--- src/rtl/gray_step_monitor.sv ---
// Gray-code step monitor: converts a 3-bit Gray word to binary, checks that
// successive accepted words differ by exactly one bit, tracks step direction,
// and escalates to FAULT after ERR_LIMIT consecutive bad steps.
//
// state     | meaning
// UNLOCKED  | no reference word held; next sample becomes prev without a check
// LOCKED    | every sample is checked against prev
// FAULT     | too many consecutive bad steps; checking stops until clr
module gray_step_monitor #(
    parameter int ERR_LIMIT = 3
) (
    input  logic       clk,
    input  logic       rst,
    input  logic [2:0] g,
    input  logic       g_valid,
    input  logic       clr,
    output logic [2:0] b,
    output logic       b_valid,
    output logic       dir_up,
    output logic       step_err,
    output logic [7:0] err_cnt,
    output logic       locked
);

    localparam logic [1:0] ST_UNLOCKED = 2'd0;
    localparam logic [1:0] ST_LOCKED   = 2'd1;
    localparam logic [1:0] ST_FAULT    = 2'd2;

    logic [1:0] state_q,    state_d;
    logic [2:0] prev_q,     prev_d;
    logic [2:0] cons_q,     cons_d;
    logic [2:0] b_q,        b_d;
    logic       b_valid_q,  b_valid_d;
    logic       dir_up_q,   dir_up_d;
    logic       step_err_q, step_err_d;
    logic [7:0] err_cnt_q,  err_cnt_d;
    logic       locked_q,   locked_d;

    logic [2:0] b_new;
    logic [2:0] b_prev;
    logic [2:0] diff;
    logic       dist_one;
    logic       dist_bad;
    logic [3:0] cons_inc;

    // Gray-to-binary conversion of the incoming word and of the stored reference
    always_comb begin
        b_new[2]  = g[2];
        b_new[1]  = g[2] ^ g[1];
        b_new[0]  = g[2] ^ g[1] ^ g[0];
        b_prev[2] = prev_q[2];
        b_prev[1] = prev_q[2] ^ prev_q[1];
        b_prev[0] = prev_q[2] ^ prev_q[1] ^ prev_q[0];
        diff      = g ^ prev_q;
        // odd parity with not all bits set means exactly one bit differs
        dist_one  = (^diff) & ~(&diff);
        dist_bad  = (diff != 3'd0) & ~dist_one;
        cons_inc  = {1'b0, cons_q} + 4'd1;
    end

    // Next-state and output computation; clr only matters in FAULT
    always_comb begin
        state_d    = state_q;
        prev_d     = prev_q;
        cons_d     = cons_q;
        b_d        = g_valid ? b_new : b_q;
        b_valid_d  = g_valid;
        dir_up_d   = dir_up_q;
        step_err_d = 1'b0;
        err_cnt_d  = err_cnt_q;

        case (state_q)
            ST_UNLOCKED: begin
                if (g_valid) begin
                    prev_d  = g;
                    state_d = ST_LOCKED;
                end
            end
            ST_LOCKED: begin
                if (g_valid) begin
                    prev_d = g;
                    if (dist_one) begin
                        dir_up_d = (b_new == b_prev + 3'd1);
                        cons_d   = 3'd0;
                    end else if (dist_bad) begin
                        step_err_d = 1'b1;
                        if (err_cnt_q != 8'hFF) begin
                            err_cnt_d = err_cnt_q + 8'd1;
                        end
                        cons_d = cons_inc[2:0];
                        if (cons_inc >= 4'(ERR_LIMIT)) begin
                            state_d = ST_FAULT;
                        end
                    end
                end
            end
            ST_FAULT: begin
                if (clr) begin
                    state_d = ST_UNLOCKED;
                    cons_d  = 3'd0;
                    prev_d  = 3'd0;
                end
            end
            default: begin
                state_d = ST_UNLOCKED;
            end
        endcase

        locked_d = (state_d == ST_LOCKED);
    end

    // Register everything; synchronous reset drops any coincident sample
    always_ff @(posedge clk) begin
        if (rst) begin
            state_q    <= ST_UNLOCKED;
            prev_q     <= 3'd0;
            cons_q     <= 3'd0;
            b_q        <= 3'd0;
            b_valid_q  <= 1'b0;
            dir_up_q   <= 1'b0;
            step_err_q <= 1'b0;
            err_cnt_q  <= 8'd0;
            locked_q   <= 1'b0;
        end else begin
            state_q    <= state_d;
            prev_q     <= prev_d;
            cons_q     <= cons_d;
            b_q        <= b_d;
            b_valid_q  <= b_valid_d;
            dir_up_q   <= dir_up_d;
            step_err_q <= step_err_d;
            err_cnt_q  <= err_cnt_d;
            locked_q   <= locked_d;
        end
    end

    assign b        = b_q;
    assign b_valid  = b_valid_q;
    assign dir_up   = dir_up_q;
    assign step_err = step_err_q;
    assign err_cnt  = err_cnt_q;
    assign locked   = locked_q;

endmodule
--- config.mk ---
export PLATFORM = sky130hd
export DESIGN_NAME = gray_step_monitor
export DESIGN_NICKNAME = d
export VERILOG_FILES = /design/src/rtl/gray_step_monitor.sv
export SDC_FILE = /design/constraint.sdc
export NUM_CORES = 1
export LEC_CHECK = 0
export CAP_MARGIN = 10
export CORE_AREA = 4 4 51 76
export CTS_CLUSTER_SIZE = 30
export DETAILED_ROUTE_END_ITERATION = 8
export DIE_AREA = 0 0 55 80
export PLACE_DENSITY = 0.62
export SLEW_MARGIN = 20
export SYNTH_ARGS = -nofsm -noshare
export SYNTH_HDL_FRONTEND = slang
export SYNTH_SLANG_ARGS = --single-unit
--- constraint.sdc ---
create_clock -name clk -period 4.8 [get_ports clk]
set_input_delay 0.48 -clock clk [delete_from_list [all_inputs] [get_ports clk]]
set_output_delay 0.48 -clock clk [all_outputs]
set_load 0.005 [all_outputs]
* Word level (Yosys, flattened, before mapping)
Index checks and enable logic that the tools add are counted. W data, S select, Z words.
Word-level totals: bits of input ports 7, memories kept 0, RAM bits 0, output and inout port bits 15, bits in registers 23, word-level logic and storage cells 60, bits in read-only memories 0, bits in latches 0
Operators by class: $lt $le $gt $ge 1, add/sub/neg operators 3, mux-type cells 15, reductions and logical operators 12, bitwise operators 11, eq/ne operators 9, shift-type cells 0, divide/modulo/power cells 0, multipliers 0
Operators by type and width (count):
- $mux W3 | 5
- $mux W2 | 6
- $pmux W3 S2 | 2
- $reduce_and A3 Y1 | 3
- $add A8 B1 Y8 const B | 1
- $ne A8 B8 Y1 const B | 1
- $pmux W2 S3 | 1
- $reduce_and A5 Y1 | 1
- $add A3 B1 Y4 const B | 1
- $eq A2 B1 Y1 const B | 2
- $ge A4 B2 Y1 const B | 1
- $ne A2 B2 Y1 const B | 2
- $not A1 Y1 | 4
- $reduce_and A4 Y1 | 1
- $reduce_bool A2 Y1 | 2
- $reduce_or A4 Y1 | 1
- $xor A1 B1 Y1 | 4
- $add A3 B1 Y3 const B | 1
- $eq A3 B3 Y1 | 1
- $ne A3 B3 Y1 const B | 1
- $reduce_bool A3 Y1 | 1
- $reduce_xor A3 Y1 | 1
- $xor A3 B3 Y3 | 1
- $and A1 B1 Y1 | 2
- other kinds (5) | 5

* Depth between registers and ports, before layout
Gate-level depths: netlist (run 1).
depth in word-level cells 11, mapped depth 8, mapped depth without buffers 7

* Least setup slack after synthesis (run 1)
No wires, ideal clock.
kind input to register, start in g[1], end reg err_cnt_q[7], in the netlist err_cnt[7], stages 8, required time 4.730 ns, arrival 2.603 ns, path slack 2.127 ns, buffers on the path 1, setup time 0.070 ns, cell sequence clkbuf_1 -> xor2_1 -> inv_1 -> fa_1 -> a21oi_2 -> or3_4 -> or4_1 -> a21oi_1
On the way: word-level cells in the longest chain between the ends 7, elaborated cells on any way between the ends 9, classes of those cells bitwise (5); reduce/logical (4)
RTL lines:
- from (decl) | line 14 | input logic [2:0] g,
- $xor A3 B3 Y3 (*) | line 54 | diff = g ^ prev_q;
- $reduce_and A3 Y1 | line 56 | dist_one = (^diff) & ~(&diff);
- $not A1 Y1 | line 56
- $and A1 B1 Y1 | line 56
- $not A1 Y1 (no source line)
- $and A1 B1 Y1 | line 57 | dist_bad = (diff != 3'd0) & ~dist_one;
- $reduce_and A5 Y1 (no source line) (*)
- to (signal assigned) | line 132 | err_cnt_q <= err_cnt_d;
- to (decl) | line 36 | logic [7:0] err_cnt_q, err_cnt_d;
Every way passes the cells marked *; elsewhere a longest branch is shown, timed or not. A chain may end at the register's enable or synchronous reset.

* Worst setup path in the final report (run 1)
start in g[2], end reg err_cnt_q[3], in the netlist err_cnt[3]
Same word-level chain as after synthesis.

==> results of run 1 <==
-- logic make-up after synthesis --
logic type,Yosys count
AO/OA/AOI/OAI,26
multiplexers,5
XOR/XNOR,10
adder cells (fa/ha/maj),6
flip-flops,23
buffers and inverters,10
AND/OR/NAND/NOR,54
-- stage by stage --
step	std cells	area (sq um)	setup slack [ns]	hold slack (ns)	power (W)
detailed placement	190	1430	1.52	0.482	0.000276
floorplan	134	1220	2.13	0.462	0.000255
CTS	194	1480	1.79	0.506	0.000394
global route	194	1480	1.67	0.530	0.000411
finish	194	1480	1.79	0.497	0.000389
global placement	190	1430	1.63	0.477	0.000273
-- sequential cells by signal, summed over array words and instances (netlist names) --
signal    count
b             3
b_valid       1
cons_q        3
dir_up        1
err_cnt       8
locked        1
prev_q        3
state_q       2
step_err      1
-- worst min path at each step --
stage / slack (ns) / depth (start not counted) / startpoint / to
final: 0.50 / 2 / b[1] / b[1]
after floorplan: 0.46 / 2 / dir_up / dir_up
after global placement: 0.48 / 2 / b[0] / b[0]
after global routing: 0.53 / 2 / b[1] / b[1]
after CTS: 0.51 / 2 / b[1] / b[1]
after detailed placement: 0.48 / 2 / dir_up / dir_up
-- layer usage --
metal | GRT usage, % | vias up
met3 | 2.24 | 5
met5 | 0 | -
li1 | - | 513
met2 | 22.3 | 18
met1 | 13.0 | 478
met4 | 4.38 | 0
-- cells in the final DEF, fill, tap and decap left out, drive strengths merged, types with 2 or more instances in the layout --
cell type,count
dfxtp,23
o31ai,2
nor3,4
xor2,2
o21bai,2
nand3b,3
nand4,2
inv,5
a22oi,2
mux2i,3
nor2b,4
ha,5
o21ai,6
a211oi,2
clkbuf,4
clkdlybuf4s50,21
a21o,2
nor2,16
nand2,9
mux2,2
nor4,3
a21oi,5
or3,2
xnor2,8
a31oi,2
nand3,3
-- where the power goes --
| group | switching (W) | internal, W | leakage (nW) |
|---|---|---|---|
| Sequential | 0.00000575 | 0.000197 | 0.188 |
| Combinational | 0.0000352 | 0.0000327 | 0.333 |
| Clock | 0.0000587 | 0.0000592 | 0.0228 |
-- cell type report --
class / instances / area share (%)
multi-input combinational: 101 / 47.0
sequential: 23 / 31.1
inverter: 5 / 1.27
tap: 40 / 3.38
clock buffer: 4 / 3.05
timing repair buffer: 21 / 14.2
-- synth_stat cells, drive strengths merged, types with 2 or more instances --
cell    number  share of area, %
inv          5               1.5
a211oi       2               1.2
a31oi        2               1.0
nor4         3               1.5
nand3b       3               1.8
xor2         2               2.1
a21o         2               1.2
nor2b        4               2.1
nand4        2               1.0
a22oi        2               1.2
mux2         2               1.8
dfxtp       23                38
ha           5               5.1
nor3         4               1.6
nand2        9               2.8
nor2        16               4.9
o21ai        6               2.5
or3          2               1.5
nand3        3               1.2
a21oi        5               2.4
o31ai        2               1.2
xnor2        8               5.7
o21bai       2               1.2
clkbuf       4               2.9
mux2i        3               2.5
-- worst max-delay path, cell delays in order --
cell and delay (ns):
clkdlybuf4s50_1 0.65, xor2_2 0.22, inv_1 0.11, fa_1 0.58, a21oi_2 0.10, or3_4 0.43
or3_2 0.46, a21oi_1 0.17
==> Flow_metrics.wiki, run 1 <==
{| class="wikitable"
! Metric !! Value
|-
| Power density over the cells || 263 nW/um^2
|-
| Gr usage total || roughly an eighth
|-
| Vias after detailed routing || 1,014
|-
| Setup crit start || g[2]
|-
| Number of enable flip-flop cells after synthesis || 0
|-
| Met1 wire length || roughly 950 um
|-
| Horizontal extent of the die || 55 um
|-
| Synthesized netlist cell count || roughly 130
|-
| Inserted Clock Buffers || 3
|-
| Mapped cell area || 1220 sq um
|-
| Post-CTS Setup Repair Bufs || 0
|-
| Total area of sequential cells || 460 sq um
|-
| Avg Vias per Cell || 5.23
|-
| Combined area of the multi-input logic cells || 694 sq um
|-
| Crit Reg-Reg Endpoint || err_cnt[3]
|-
| Clk root buf || clkbuf_8
|-
| # rows || 25
|-
| Most used flip-flop cell after synthesis || dfxtp_1
|-
| Mean routed wirelength per cell || around 13 um
|-
| CP Data Arrival Time || 3.18 ns
|-
| Crit end category || flip-flop
|-
| Number of different library cells in the post-synthesis netlist || 42
|-
| Vias in the first global route || 954
|-
| Run status || finished clean
|-
| Number of antenna violations at the first check in global routing || 0
|-
| Hold_buf cts || 0
|-
| LEAKAGE || 0.543 nW
|-
| CTS Sinks || 23
|-
| Uppermost metal layer occupied by signal nets || met4
|-
| Startpoint of the worst-slack reg-to-reg timing path || prev_q[2]
|-
| Synth warn || 0
|-
| Max-capacitance violation count || 0
|-
| Initial cell density of the core || 38.6%
|-
| Worst relative slew slack || ~44%
|-
| Class of the most critical setup path || input pin to flip-flop
|-
| Fraction of synthesized cell area in xor and xnor cells || around 8%
|-
| Count of nets after finishing || roughly 170
|-
| Maximum count of clock buffers along a single path || 2
|-
| Vertical extent of the die || about 80 um
|-
| Io pins || 22
|-
| Total length of routed wires || 2450 um
|-
| Seq/Total Area, Yosys || 37.7%
|-
| Number of endpoints failing setup at the final stage || 0
|-
| Maximum fanout encountered on the critical timing path || 8
|-
| Final-layout fill cell count || ~320
|-
| Clock slew at the register clock pins of the worst setup and hold paths || ~0.080 ns
|-
| Worst IR Drop VDD || 151 uV
|-
| Area fraction in and, or, nand and nor cells after synthesis || roughly a quarter
|-
| Crit path capture || err_cnt[3]
|-
| Depth of the worst register-to-register path || 7
|-
| Area enclosed by the die boundary || 4400 sq um
|-
| Share of cell area taken by muxes after synthesis || 4.31%
|-
| First-pass detailed-route iteration total || 4
|-
| Clock latency reported for the late side of the worst-skew pair || 0.26 ns
|-
| DP HPWL || 1900 um
|-
| Post-Route Utilization || 46.8%
|-
| Reg-to-reg slack, setup || 2.21 ns
|-
| Port Buffer Count || 21
|-
| H-Tree Level Count || 1
|-
| Residual antenna-violating net count after detailed routing || 0
|-
| Synthesized area per cell || 9.10 sq um
|-
| Routed wire length on met2 || between 1000 and 1500 um
|-
| Global-route wire length before repair || 3980 um
|-
| Required time of the critical path || 4.97 ns
|-
| Pin slew with the least headroom to its limit || 0.837 ns
|-
| Share of the cycle needed by the critical path after routing || 62.7%
|-
| Hold Violations, Final || 0
|-
| Fraction of layout instances using a drive strength above 1 || 8.44%
|-
| Antenna fix cells || 0
|-
| Weighted congestion reported at the end of routability-driven placement || 0.760
|-
| Post-Synthesis Net Count || ~150
|-
| Compound-cell area share of the yosys netlist || roughly 14%
|-
| Final global-route overflow total || 0
|-
| Combinational family with the most area after synthesis || simple AND/OR/NAND/NOR gates
|-
| Final critical path time including I/O delays and setup || 3.01 ns
|-
| Violation count after the first detailed-route iteration || 13
|-
| Share of synthesized registers carrying an async set or reset || 0%
|-
| Synthesized-area fraction occupied by adder cells || 6.77%
|-
| HP Class || flip-flop to flip-flop
|-
| Number of remaining DRC errors || 0
|-
| Unrepaired setup endpoints after global routing || false
|-
| Wire length on met3 || 124 um
|-
| Final Skew || between 0.001 and 0.0015 ns
|-
| Pin count of the biggest net entering global routing || 24
|-
| Placeable Area || 3160 sq um
|-
| Count of cells resized by post-cts repair || 0
|-
| Seq cells post-synth || 23
|-
| Area added between synthesis and finish || 21.2%
|-
| Maximum operating frequency || roughly 330 MHz
|-
| Clock tree from TritonCTS || yes
|-
| TNS Setup || 0 ns
|-
| Final Max Slew Viols || 0
|-
| Launching element type of the critical path || input pin
|}
Note: power is estimated with default switching activity, not from simulation.
==> run 2: changes to the inputs <==
--- a/config.mk
+++ b/config.mk
@@ -10,7 +10,7 @@
 export CTS_CLUSTER_SIZE = 30
 export DETAILED_ROUTE_END_ITERATION = 8
 export DIE_AREA = 0 0 55 80
-export PLACE_DENSITY = 0.62
+export PLACE_DENSITY = 0.65
 export SLEW_MARGIN = 20
 export SYNTH_ARGS = -nofsm -noshare
 export SYNTH_HDL_FRONTEND = slang
==> constraint.sdc (replaced) <==
create_clock -name clk -period 2.7 [get_ports clk]
set_input_delay 0.27 -clock clk [delete_from_list [all_inputs] [get_ports clk]]
set_output_delay 0.27 -clock clk [all_outputs]
set_load 0.005 [all_outputs]
==> Flow_metrics.wiki, run 2 (same netlist as run 1, synthesis figures left out) <==
{| class="wikitable"
! Metric !! Value
|-
| Run status || finished clean
|-
| Number of endpoints failing setup at the final stage || 0 (unchanged)
|-
| Worst relative slew slack || 74.3% (+30 points)
|-
| # rows || 25 (unchanged)
|-
| Fraction of layout instances using a drive strength above 1 || 16.6% (+8.1 points)
|-
| Total length of routed wires || 2510 um (+2.6%)
|-
| Clk network pwr share || 29.1% (-1.2 points)
|-
| Final-layout fill cell count || 310 (-2.5%)
|-
| Worst IR Drop VDD || 315 uV (+110%)
|-
| Maximum fanout encountered on the critical timing path || 5 (-3)
|-
| Maximum count of clock buffers along a single path || 2 (unchanged)
|-
| Max reg flops || 8 (unchanged)
|-
| Launching element type of the critical path || input pin
|-
| Antenna fix cells || 0 (unchanged)
|-
| Cell count of the worst hold path || 2 (unchanged)
|-
| Vias in the first global route || 1,040 (+9.0%)
|-
| Pin slew with the least headroom to its limit || 0.381 ns (-0.456 ns)
|-
| Area enclosed by the die boundary || 4400 sq um (unchanged)
|-
| Worst Slack Setup Final || 0.236 ns (-1.56 ns)
|-
| Count of cells resized by post-cts repair || 0 (unchanged)
|-
| Sw Pwr || 0.000185 W (+86%)
|-
| Horizontal extent of the die || 55 um (unchanged)
|-
| Count of nets after finishing || 183 (+8.9%)
|-
| Post-Route Utilization || 50.4% (+3.6 points)
|-
| Depth of the worst register-to-register path || 7 (unchanged)
|-
| Gr usage total || 12.9% (+0.80 points)
|-
| Worst Hold Launch || dir_up
|-
| Global-route wire length before repair || 4230 um (+6.2%)
|-
| Placeable Area || 3160 sq um (unchanged)
|-
| LEAKAGE || 0.615 nW (+13%)
|-
| Weighted congestion reported at the end of routability-driven placement || 0.781 (+2.7%)
|-
| Pin count of the biggest net entering global routing || 18 (-25%)
|-
| HP Class || flip-flop to flip-flop
|-
| Port Buffer Count || 21 (unchanged)
|-
| Area added between synthesis and finish || 30.5%
|-
| Final Skew || 0.00538 ns (+0.00394 ns)
|-
| Maximum operating frequency || 406 MHz
|-
| Sw frac || 25.5% (-0.087 points)
|-
| Final global-route overflow total || 0 (unchanged)
|-
| Clock slew at the register clock pins of the worst setup and hold paths || 0.08 ns (about the same)
|-
| Number of remaining DRC errors || 0 (unchanged)
|-
| First-pass detailed-route iteration total || 4 (unchanged)
|-
| Clk root buf || clkbuf_8
|-
| Total area of sequential cells || 460 sq um (unchanged)
|-
| Worst Setup Slack post-DPL || -0.0556 ns (-1.58 ns)
|-
| Final critical path time including I/O delays and setup || 2.46 ns
|-
| Mean routed wirelength per cell || 12.0 um (-4.7%)
|-
| Post-CTS Setup Repair Bufs || 0 (unchanged)
|-
| Hold Violations, Final || 0 (unchanged)
|-
| Vertical extent of the die || 80 um (unchanged)
|-
| Initial cell density of the core || 38.6% (unchanged)
|-
| Class of the most critical setup path || input pin to flip-flop
|-
| Leading cell type in the layout, fill and taps excluded || dfxtp_1
|-
| Crit end category || flip-flop
|-
| Reg power frac || 49.8% (-2.5 points)
|-
| Startpoint of the worst-slack reg-to-reg timing path || prev_q[1]
|-
| Clock latency reported for the late side of the worst-skew pair || 0.26 ns (about the same)
|-
| Final Max Slew Viols || 0 (unchanged)
|-
| Pint || 0.000541 W (+87%)
|-
| Combined area of the multi-input logic cells || 694 sq um (unchanged)
|-
| DP HPWL || 2040 um (+7.6%)
|-
| Total non-filler cell area in the finished layout || 1590 sq um (+7.6%)
|-
| Number of antenna violations at the first check in global routing || 0 (unchanged)
|-
| Unrepaired setup endpoints after global routing || false
|-
| Power density over the cells || 456 nW/um^2 (+74%)
|-
| CTS Sinks || 23 (unchanged)
|-
| Reg-to-reg slack, setup || 0.30 ns (-1.91 ns)
|-
| Io pins || 22 (unchanged)
|-
| Avg Vias per Cell || 5.17 (-1.0%)
|-
| Commonest cells after routing, fill and taps aside || dfxtp_1, clkdlybuf4s50_1, nor2_1
|-
| Required time of the critical path || 2.90 ns (-2.07 ns)
|-
| Violation count after the first detailed-route iteration || 20 (+7)
|-
| Crit Reg-Reg Endpoint || err_cnt[7]
|-
| Inserted Clock Buffers || 3 (unchanged)
|-
| Combinational group share of total power || 21.2% (+3.8 points)
|-
| H-Tree Level Count || 1 (unchanged)
|-
| Clock tree from TritonCTS || yes
|-
| Placement Cell Area || 1550 sq um (+7.9%)
|-
| CP Data Arrival Time || 2.66 ns (-0.52 ns)
|-
| Vias after detailed routing || 1,081 (+6.6%)
|-
| Max-capacitance violation count || 0 (unchanged)
|-
| Hold EP || dir_up
|-
| Residual antenna-violating net count after detailed routing || 0 (unchanged)
|-
| Overall Power || 0.000726 W (+87%)
|-
| Share of the cycle needed by the critical path after routing || around nine tenths
|-
| Hold_buf cts || 0 (unchanged)
|}
run 2: layer usage:
| metal | up-vias | share of wire (%) | track usage (%) |
|---|---|---|---|
| met1 | 504 | 39 | 13.5 |
| met3 | 4 | 6.3 | 2.43 |
| met2 | 32 | 54 | 23.5 |
| met5 | - | 0 | 0 |
| met4 | 0 | 1.2 | 5.84 |
| li1 | 541 | - | - |
run 2: worst max-delay path: stages:
cell and delay, ns:
clkdlybuf4s50_1 0.49, xor2_1 0.19, inv_1 0.10, fa_1 0.54, a21oi_2 0.05, or3_4 0.40, or4_1 0.47, a21oi_1 0.15
run 2: layout make-up:
| type | count | share of cell area (%) |
|---|---|---|
| clock buffer | 4 | 2.83 |
| tap | 40 | 3.14 |
| inverter | 5 | 1.18 |
| sequential | 23 | 28.9 |
| timing repair buffer | 36 | 20.3 |
| multi-input combinational | 101 | 43.6 |
run 2: worst max path at each step:
stage | start | endpoint | slack, ns | cells past startpoint
3_3_place_gp | g[1] | err_cnt[7] | -0.001 | 8
4_1_cts | g[1] | err_cnt[7] | 0.23 | 8
2_1_floorplan | g[1] | err_cnt[7] | 0.24 | 8
5_1_grt | g[1] | err_cnt[7] | 0.12 | 8
3_5_place_dp | g[1] | err_cnt[7] | -0.06 | 8
6_report | g[1] | err_cnt[7] | 0.24 | 8
run 2: power by group through the flow:
stage / logic, W / clock network, W / registers [W]
after floorplan: 0.0000853 / 0 / 0.000369
after detailed placement: 0.000156 / 0 / 0.000370
final: 0.000154 / 0.000211 / 0.000362
after global placement: 0.000151 / 0 / 0.000369
after CTS: 0.000156 / 0.000217 / 0.000362
after global routing: 0.000170 / 0.000244 / 0.000364
run 2: stage by stage:
stage               std cells  setup TNS (ns)  hold WS (ns)
floorplan                 134               0         0.433
global placement          205       -0.000999         0.476
detailed placement        205          -0.105         0.482
CTS                       209               0         0.499
global route              209               0         0.524
finish                    209               0         0.501
==> run 3: changes to the inputs <==
--- a/config.mk
+++ b/config.mk
@@ -7,10 +7,12 @@
 export LEC_CHECK = 0
 export CAP_MARGIN = 10
 export CORE_AREA = 4 4 51 76
+export CTS_BUF_LIST = sky130_fd_sc_hd__clkbuf_8
 export CTS_CLUSTER_SIZE = 30
 export DETAILED_ROUTE_END_ITERATION = 8
 export DIE_AREA = 0 0 55 80
 export PLACE_DENSITY = 0.65
+export SETUP_SLACK_MARGIN = 0.2
 export SLEW_MARGIN = 20
 export SYNTH_ARGS = -nofsm -noshare
 export SYNTH_HDL_FRONTEND = slang
==> Flow_metrics.wiki, run 3 (same netlist as run 1, synthesis figures left out) <==
{| class="wikitable"
! Metric !! Value
|-
| Initial cell density of the core || 38.6% (unchanged)
|-
| Total non-filler cell area in the finished layout || 1600 sq um (+0.47%)
|-
| Run status || finished clean
|-
| Worst path buffer plus inverter count || 2 (unchanged)
|-
| Worst relative slew slack || 74.4% (+0.12 points)
|-
| Vias in the first global route || 1,040 (unchanged)
|-
| Cell count after placement || 205 (unchanged)
|-
| Required time of the critical path || 2.91 ns (about the same)
|-
| Area enclosed by the die boundary || 4400 sq um (unchanged)
|-
| Count of non-filler cells in the finished layout || 209 (unchanged)
|-
| Weighted congestion reported at the end of routability-driven placement || 0.781 (unchanged)
|-
| Sw Pwr || 0.000187 W (+0.80%)
|-
| Clock slew at the register clock pins of the worst setup and hold paths || 0.08 ns (about the same)
|-
| H-Tree Level Count || 1 (unchanged)
|-
| CTS Sinks || 23 (unchanged)
|-
| # rows || 25 (unchanged)
|-
| Vias after detailed routing || 1,089 (+0.74%)
|-
| Most frequent cell on the critical path || a21oi_2
|-
| Final-layout fill cell count || 308 (-0.65%)
|-
| Hold_buf cts || 0 (unchanged)
|-
| Hold Violations, Final || 0 (unchanged)
|-
| Pin slew with the least headroom to its limit || 0.379 ns (-0.00182 ns)
|-
| First-pass detailed-route iteration total || 4 (unchanged)
|-
| Mean routed wirelength per cell || 12.1 um (+1.1%)
|-
| Class of the most critical setup path || input pin to flip-flop
|-
| Crit end category || flip-flop
|-
| DP HPWL || 2040 um (unchanged)
|-
| Power density over the cells || 453 nW/um^2 (-0.78%)
|-
| Number of remaining DRC errors || 0 (unchanged)
|-
| Inserted Clock Buffers || 3 (unchanged)
|-
| Leading cell type in the layout, fill and taps excluded || dfxtp_1
|-
| Horizontal extent of the die || 55 um (unchanged)
|-
| CP Data Arrival Time || 2.65 ns (about the same)
|-
| Unrepaired setup endpoints after global routing || true
|-
| Launching element type of the critical path || input pin
|-
| Violation count after the first detailed-route iteration || 14 (-30%)
|-
| Maximum operating frequency || 408 MHz (+0.64%)
|-
| Clk root buf || clkbuf_8
|-
| Clock latency reported for the late side of the worst-skew pair || 0.26 ns (about the same)
|-
| Hold_ws || 0.482 ns (-0.0188 ns)
|-
| Area added between synthesis and finish || 31.1%
|-
| Placement Cell Area || 1550 sq um (unchanged)
|-
| Avg Vias per Cell || 5.21 (+0.74%)
|-
| Clock tree from TritonCTS || yes
|-
| Number of antenna violations at the first check in global routing || 0 (unchanged)
|-
| Crit-path max cell delay || 0.52 ns (-0.02 ns)
|-
| Sw frac || 25.8% (+0.28 points)
|-
| Max reg flops || 8 (unchanged)
|-
| Maximum fanout encountered on the critical timing path || 5 (unchanged)
|-
| Gr usage total || 12.9% (unchanged)
|-
| Vertical extent of the die || 80 um (unchanged)
|-
| Worst IR Drop VDD || 317 uV (+0.56%)
|-
| Max-capacitance violation count || 0 (unchanged)
|-
| Combinational group share of total power || 21.3% (about the same)
|-
| Final critical path time including I/O delays and setup || 2.45 ns (-0.0156 ns)
|-
| Commonest cells after routing, fill and taps aside || dfxtp_1, clkdlybuf4s50_1, nor2_1
|-
| Cells along the critical path || clkdlybuf4s50_1, xor2_1, inv_1, fa_1, a21oi_2, or3_4, or4_1, a21oi_2
|-
| HP Class || input pin to flip-flop
|-
| Number of endpoints failing setup at the final stage || 0 (unchanged)
|-
| Share of the cycle needed by the critical path after routing || 90.7% (-0.58 points)
|-
| Residual antenna-violating net count after detailed routing || 0 (unchanged)
|-
| LEAKAGE || 0.629 nW (+2.3%)
|-
| Placeable Area || 3160 sq um (unchanged)
|-
| Final Skew || 0.00496 ns (-0.000418 ns)
|-
| Count of cells resized by post-cts repair || 0 (unchanged)
|-
| CP max-delay cell || fa_1
|-
| Final Max Slew Viols || 0 (unchanged)
|-
| Reg power frac || 50.0% (+0.2 points)
|-
| Port Buffer Count || 21 (unchanged)
|-
| Io pins || 22 (unchanged)
|-
| Maximum count of clock buffers along a single path || 2 (unchanged)
|-
| Count of nets after finishing || 183 (unchanged)
|-
| Antenna fix cells || 0 (unchanged)
|-
| Fraction of layout instances using a drive strength above 1 || 17.8% (+1.2 points)
|-
| Pin count of the biggest net entering global routing || 18 (unchanged)
|-
| Final global-route overflow total || 0 (unchanged)
|-
| TNS Setup || 0 ns (unchanged)
|-
| Pint || 0.000537 W (-0.69%)
|-
| Worst Slack Setup Final || 0.251 ns (+0.0156 ns)
|-
| Clk network pwr share || 28.8% (-0.3 points)
|-
| Worst Setup Slack post-DPL || -0.0556 ns (unchanged)
|-
| Delay-heaviest family, CP || simple AND/OR/NAND/NOR gates
|-
| Post-CTS Setup Repair Bufs || 0 (unchanged)
|-
| Total length of routed wires || 2540 um (+1.1%)
|-
| Global-route wire length before repair || 4230 um (unchanged)
|}
-- run 3: cell count changes in the layout (fill, tap and decap cells not counted), sizes merged --
cell           previous run  this run
clkbuf                    4         3
clkdlybuf4s50            21        20
dlymetal6s2s              0         1
inv                       5         6
-- run 3: cell type report --
class / count / area (sq um) / area share [%]
tap: 40 / 50.0 / 3.13
sequential: 23 / 462 / 28.9
inverter: 5 / 18.8 / 1.17
multi-input combinational: 101 / 698 / 43.7
timing repair buffer: 36 / 325 / 20.3
clock buffer: 3 / 41.3 / 2.58
clock inverter: 1 / 3.75 / 0.235
-- run 3: final timing paths --
check / from / endpoint / slack, ns / cells past startpoint
worst min register to register: dir_up / dir_up / 0.50 / 2
worst max register to register: prev_q[1] / err_cnt[7] / 0.31 / 7
worst max-delay path: g[1] / err_cnt[7] / 0.25 / 8
worst min-delay path: g[2] / prev_q[2] / 0.48 / 4
-- run 3: worst min-delay path, stage by stage --
cell	delay (ns)
dlymetal6s2s_1	0.15
buf_4	0.17
nand2_1	0.06
a21oi_1	0.06
-- run 3: layer usage --
layer | routed length, um | GRT usage, % | share of wire, % | vias to the layer above
li1 | - | - | - | 541
met1 | 998 | 13.5 | 39 | 517
met2 | 1360 | 23.5 | 54 | 27
met3 | 144 | 2.43 | 5.7 | 4
met4 | 30 | 5.84 | 1.2 | 0
met5 | 0 | 0 | 0 | -
-- run 3: through the flow --
| stage | utilization (%) | power (W) |
|---|---|---|
| floorplan | - | 0.000454 |
| global placement | 49.0 | 0.000520 |
| detailed placement | 49.0 | 0.000526 |
| CTS | 50.4 | 0.000732 |
| global route | 50.6 | 0.000774 |
| finish | 50.6 | 0.000724 |
-- run 3: power groups by stage --
stage                     clock (W)  combinational, W  sequential [W]
after CTS                  0.000214          0.000156        0.000362
after global placement            0          0.000151        0.000369
final                      0.000208          0.000154        0.000362
after floorplan                   0         0.0000853        0.000369
after global routing       0.000240          0.000170        0.000364
after detailed placement          0          0.000156        0.000370
